`src/rtl/dct_pass_arbiter.sv`:
```
// Shares one 8-point DCT engine between a row-pass and a column-pass requester, one block of 8 rows per grant.
// Latency: requester rows reach the engine combinationally; results route back combinationally by tag.
// Backpressure: the engine hold, a full tag FIFO or a non-owner sees rX_hold; e_q_hold follows the tagged owner.
module dct_pass_arbiter #(
    parameter int IW        = 13,
    parameter int QW        = 18,
    parameter int TAG_DEPTH = 4
) (
    input  logic                 clk,
    input  logic                 reset,
    input  logic [7:0][IW-1:0]   r0_di,
    input  logic                 r0_valid,
    output logic                 r0_hold,
    input  logic [2:0]           r0_cnt,
    input  logic [7:0][IW-1:0]   r1_di,
    input  logic                 r1_valid,
    output logic                 r1_hold,
    input  logic [2:0]           r1_cnt,
    output logic [7:0][IW-1:0]   e_di,
    output logic                 e_valid,
    input  logic                 e_hold,
    output logic [2:0]           e_cnt,
    input  logic [7:0][QW-1:0]   e_q,
    input  logic                 e_q_valid,
    output logic                 e_q_hold,
    input  logic [2:0]           e_q_cnt,
    output logic [7:0][QW-1:0]   o0_q,
    output logic                 o0_valid,
    output logic [2:0]           o0_cnt,
    input  logic                 o0_hold,
    output logic [7:0][QW-1:0]   o1_q,
    output logic                 o1_valid,
    output logic [2:0]           o1_cnt,
    input  logic                 o1_hold,
    output logic [1:0]           grant,
    output logic                 err
);

    localparam int PW = (TAG_DEPTH > 1) ? $clog2(TAG_DEPTH) : 1;
    localparam int CW = $clog2(TAG_DEPTH + 1);

    // State encoding doubles as the one-hot grant vector.
    localparam logic [1:0] S_IDLE = 2'b00;
    localparam logic [1:0] S_OWN0 = 2'b01;
    localparam logic [1:0] S_OWN1 = 2'b10;

    logic [1:0]           state, state_nxt;
    logic                 last, last_nxt;
    logic [TAG_DEPTH-1:0] tag_mem;
    logic [PW-1:0]        wr_ptr, rd_ptr;
    logic [CW-1:0]        tag_cnt;
    logic                 tag_full, tag_empty, tag_head;
    logic                 own0, own1, src_valid, push, pop;

    assign own0      = (state == S_OWN0);
    assign own1      = (state == S_OWN1);
    assign tag_full  = (tag_cnt == CW'(TAG_DEPTH));
    assign tag_empty = (tag_cnt == '0);
    assign tag_head  = tag_mem[rd_ptr];

    // Engine input side: straight mux of the owner, gated only by tag space.
    assign src_valid = (own0 & r0_valid) | (own1 & r1_valid);
    assign e_valid   = src_valid & ~tag_full;
    assign e_di      = own1 ? r1_di  : r0_di;
    assign e_cnt     = own1 ? r1_cnt : r0_cnt;
    assign r0_hold   = r0_valid & ~(own0 & ~e_hold & ~tag_full);
    assign r1_hold   = r1_valid & ~(own1 & ~e_hold & ~tag_full);
    assign push      = e_valid & ~e_hold;

    // Result side: an untagged result is swallowed (hold low) and flagged via err.
    assign e_q_hold  = ~tag_empty & (tag_head ? o1_hold : o0_hold);
    assign pop       = e_q_valid & ~e_q_hold & ~tag_empty;
    assign o0_valid  = e_q_valid & ~tag_empty & ~tag_head;
    assign o1_valid  = e_q_valid & ~tag_empty &  tag_head;
    assign o0_q      = e_q;
    assign o1_q      = e_q;
    assign o0_cnt    = e_q_cnt;
    assign o1_cnt    = e_q_cnt;
    assign grant     = state;

    always_comb begin
        state_nxt = state;
        last_nxt  = last;
        case (state)
            S_IDLE: begin
                if (r0_valid && (!r1_valid || last)) begin
                    state_nxt = S_OWN0;
                    last_nxt  = 1'b0;
                end else if (r1_valid) begin
                    state_nxt = S_OWN1;
                    last_nxt  = 1'b1;
                end
            end
            S_OWN0, S_OWN1: begin
                if (push && (e_cnt == 3'd7)) begin
                    state_nxt = S_IDLE;
                end
            end
            default: state_nxt = S_IDLE;
        endcase
    end

    always_ff @(posedge clk or posedge reset) begin
        if (reset) begin
            state   <= S_IDLE;
            last    <= 1'b1;
            tag_mem <= '0;
            wr_ptr  <= '0;
            rd_ptr  <= '0;
            tag_cnt <= '0;
            err     <= 1'b0;
        end else begin
            state <= state_nxt;
            last  <= last_nxt;
            if (push) begin
                tag_mem[wr_ptr] <= own1;
                wr_ptr <= (wr_ptr == PW'(TAG_DEPTH - 1)) ? '0 : wr_ptr + PW'(1);
            end
            if (pop) begin
                rd_ptr <= (rd_ptr == PW'(TAG_DEPTH - 1)) ? '0 : rd_ptr + PW'(1);
            end
            if (push && !pop) begin
                tag_cnt <= tag_cnt + CW'(1);
            end else if (pop && !push) begin
                tag_cnt <= tag_cnt - CW'(1);
            end
            if (e_q_valid && tag_empty) begin
                err <= 1'b1;
            end
        end
    end

endmodule
```
`config.mk`:
```
export PLATFORM = sky130hd
export DESIGN_NAME = dct_pass_arbiter
export DESIGN_NICKNAME = d
export VERILOG_FILES = /design/src/rtl/dct_pass_arbiter.sv
export SDC_FILE = /design/constraint.sdc
export NUM_CORES = 1
export LEC_CHECK = 0
export ABC_AREA = 1
export CAP_MARGIN = 10
export CELL_PAD_IN_SITES_DETAIL_PLACEMENT = 0
export CELL_PAD_IN_SITES_GLOBAL_PLACEMENT = 1
export CORE_AREA = 2 2 306 308
export DETAILED_ROUTE_END_ITERATION = 10
export DIE_AREA = 0 0 308 310
export PLACE_DENSITY_LB_ADDON = 0.2
export SETUP_SLACK_MARGIN = 0.5
export SKIP_LAST_GASP = 1
export SYNTH_ARGS = -nofsm -noshare
export SYNTH_HDL_FRONTEND = slang
export SYNTH_SLANG_ARGS = --single-unit
```
`constraint.sdc`:
```
create_clock -name clk -period 2.3 [get_ports clk]
set_input_delay 0.575 -clock clk [delete_from_list [all_inputs] [get_ports clk]]
set_output_delay 0.575 -clock clk [all_outputs]
set_load 0.05 [all_outputs]
```
==> results of run 1 <==
==> worst min path at each step <==
stage,end,slack [ns],startpoint
final,err$_DFFE_PP0P_,0.49,err$_DFFE_PP0P_
after global routing,err$_DFFE_PP0P_,0.53,err$_DFFE_PP0P_
after CTS,err$_DFFE_PP0P_,0.50,err$_DFFE_PP0P_
after detailed placement,tag_mem[2]$_DFFE_PP0P_,0.49,tag_mem[2]$_DFFE_PP0P_
after global placement,tag_mem[1]$_DFFE_PP0P_,0.49,tag_mem[1]$_DFFE_PP0P_
after floorplan,tag_mem[0]$_DFFE_PP0P_,0.46,tag_mem[0]$_DFFE_PP0P_
==> where the power goes <==
group          internal (mW)  switching (mW)
combinational           3.72            5.05
clock                  0.236           0.141
sequential             0.399           0.112
total                   4.35            5.30
==> flip-flops by register name (all words and copies together), names as in the netlist <==
signal and cells:
tag_cnt 3, grant 2, wr_ptr 2, rd_ptr 2
tag_mem 4, last 1, err 1
==> metrics by stage <==
stage | TNS [ns] | util [%] | power, mW
final | -0.1420 | 10.57 | 9.653
after global routing | -4.877 | 10.57 | 10.23
after CTS | -2.940 | 10.12 | 9.396
after detailed placement | -0.4678 | 8.801 | 7.429
after global placement | -0.5005 | 8.801 | 7.480
after floorplan | 0 | - | 6.375
==> cell usage in the layout, fill, tap and decap left out, drive strengths merged, types with 2 or more instances in the layout <==
master and count:
buf 179, ha 9, o21ai 9, inv 20, dfrtp 14, a21oi 3
nand2 354, xnor2 2, clkbuf 4, clkdlybuf4s50 215, nand3 8, a31oi 2
nor2 7, dlygate4sd2 7
==> routing by layer <==
metal | vias to the layer above | track usage (%) | part of all wire [%]
li1 | 2151 | - | -
met2 | 399 | 7.810 | 50
met5 | - | 0 | 0
met1 | 1978 | 4.327 | 34
met3 | 89 | 1.914 | 12
met4 | 0 | 1.724 | 3.0
==> worst reg2reg max path, cell delays in order (launching register included) <==
cell	delay (ns)
dfrtp_2	0.42
ha_4	0.18
buf_12	0.14
buf_8	0.12
nand2_4	0.05
nand2_4	0.05
nand3_4	0.09
clkinv_4	0.08
ha_4	0.16
inv_2	0.05
fa_2	0.42
mux2_2	0.26
==> area by class of cell <==
cell class / instances / area share, %
diodes: 1 / 0.02560
clock inverters: 1 / 0.07679
well taps: 1197 / 15.32
flip-flops and latches: 15 / 3.903
repair buffers: 402 / 47.45
clock buffers: 3 / 0.7679
multi-input cells: 400 / 31.41
inverters: 21 / 1.049
==> cell families after synthesis <==
kind of cell	Yosys count	synth area share [%]
buf+inv	339	53.40
xor+xnor	2	0.3905
flops	15	8.394
mux	1	0.2510
compound gates	16	2.203
simple gates	371	32.40
fa+ha+maj	10	2.956
==> repair_timing <==
action	in CTS	in global routing
cloned	5	1
setup buffers	23	4
pin swaps	16	22
resized for setup	220	97
setup endpoints to repair	118	121
==> flow_metrics.py, run 1 <==
metrics = {
    "route": {
        "drt_iter0_markers": 93,
        "drtPass1Iterations": 3,
        "wl_um": 22960,
        "drc": 0,
        "viasPerCell": 2.263,
        "num_vias": 4617,
        "ant_nets": 0,
        "wire_per_inst_um": 11.26,
    },
    "logic_synthesis": {
        "ys_seq_area_share_pct": 8.394,
        "synth-edff-count": 0,
        "syn_avg_cell_area_um2": 5.951,
        "synth_seq_cells": 15,
        "synth_common_cells": "nand2_1 (350), buf_4 (296), inv_1 (19)",
        "ys_types": 27,
        "netlist_area_um2": 4487,
        "yosysMostFrequentCell": "nand2_1",
        "synthTopCellsByArea": "buf_4 (50%), nand2_1 (29%), dfrtp_1 (7.8%)",
        "syn_nets": 1133,
        "synth_top_area_share_pct": 49.53,
        "ys_dominant_reg_cell": "dfrtp_1",
        "synth_area_leader_cell": "buf_4",
        "syn_inst": 754,
        "yosysWarnings": 0,
        "async_flop_share_pct": 100.0,
    },
    "worst_setup_path": {
        "crit_path_frequent_cell": "buf_12",
        "path_class": "flip-flop to output port",
        "cp_top_family": "buffers and inverters",
        "reg2regPathDepth": 11,
        "path_buf_inv": 5,
        "setup.worst_path.start": "grant[1]$_DFFE_PP0P_",
        "worstPathArrival_ns": 1.76,
        "reg2reg_to": "tag_cnt[1]$_DFFE_PP0P_",
        "crit_fanout": 15,
        "reg2reg_slack_ns": 0.15,
        "startpoint_type": "flip-flop",
        "crit_required_ns": 1.73,
        "crit_path_top_delay_cell": "dfrtp_2",
        "worst_setup_path_endpoint": "e_di[45]",
        "crit_chain": "ha_4 > buf_12 > inv_16 > buf_12 > buf_12 > nand2_1 > nand2_2 > buf_8",
        "cp_slowest_stage_delay_ns": 0.42,
        "endpoint_kind": "output port",
        "r2r-start": "grant[1]$_DFFE_PP0P_",
        "worst-path-stages": 8,
    },
    "timing": {
        "holdWs_ns": 0.4936,
        "fin_ws_ns": -0.03195,
        "final_max_slew_viol_count": 0,
        "hold_viol": 0,
        "finalClockSkew_ns": 0.002710,
        "rsz0062_at_grt": "yes",
        "period_minus_slack_ns": 2.332,
        "worstMarginPinSlew_ns": 0.4872,
        "maxSlewHeadroom_pct": 67.65,
        "setup_viol_count_final": 13,
        "period_share_pct": 101.4,
        "fmax_mhz": 428.8,
    },
    "placement": {
        "portBuffers": 337,
        "gp_congestion": 0.6526,
        "dp_cells": 2002,
        "postPlaceCellArea_um2": 8140,
        "hpwl_um": 18770,
        "place_ws_ns": -0.2174,
    },
    "clock_tree": {
        "cts_tree": "built",
        "cts_hold_buf": 0,
        "clk_latency_ns": 0.26,
        "htreeDepth": 1,
        "cts_root_buf": "clkbuf_16",
        "cts_sinks": 15,
        "clk_pin_slew_ns": 0.06,
        "numCtsBuffers": 3,
        "clk_path_buf_depth": 2,
    },
    "finish": {
        "drive_above_1_share_pct": 47.51,
        "final_cells": 2040,
        "final_nets": 1222,
        "fill_cells": 10709,
        "design_area_um2": 9777,
        "multiInputGateArea_um2": 3070,
        "syn_to_final_growth_pct": 117.9,
        "register_area_um2": 381.6,
    },
    "outcome": {
        "violations": "setup timing",
        "status": "complete, but fails checks",
    },
    "global_routing": {
        "grt_max_degree": 20,
        "antenna_found_initial": 1,
        "grt_pass1_vias": 4818,
        "grt_overflow": 0,
        "grt_first_pass_wirelength_um": 30570,
        "grt_use_total_pct": 4.321,
    },
    "hold_path": {
        "hold_class": "flip-flop to flip-flop",
        "whs_path_depth": 1,
    },
    "floorplan": {
        "design.core.area_um2": 92490,
        "start_util_pct": 4.851,
        "dieArea_um2": 95480,
        "rows": 112,
        "die_h_um": 310,
        "die_x_um": 308,
        "ioPinCount": 779,
    },
    "power_and_ir_drop": {
        "power_density_nw_per_um2": 987.3,
        "p_leak_nw": 3.900,
        "ir_drop_mv": 0.5085,
    },
    "run": {
        "max_cap_violations": 0,
    },
}
(Power assumes the default switching activity.)
==> inputs of run 2 (changes only) <==
--- a/config.mk
+++ b/config.mk
@@ -10,6 +10,8 @@
 export CELL_PAD_IN_SITES_DETAIL_PLACEMENT = 0
 export CELL_PAD_IN_SITES_GLOBAL_PLACEMENT = 1
 export CORE_AREA = 2 2 306 308
+export CTS_CLUSTER_DIAMETER = 200
+export CTS_CLUSTER_SIZE = 12
 export DETAILED_ROUTE_END_ITERATION = 10
 export DIE_AREA = 0 0 308 310
 export PLACE_DENSITY_LB_ADDON = 0.2
==> results of run 2 <==
Final layout, timing and power as in run 1 (identical DEF).
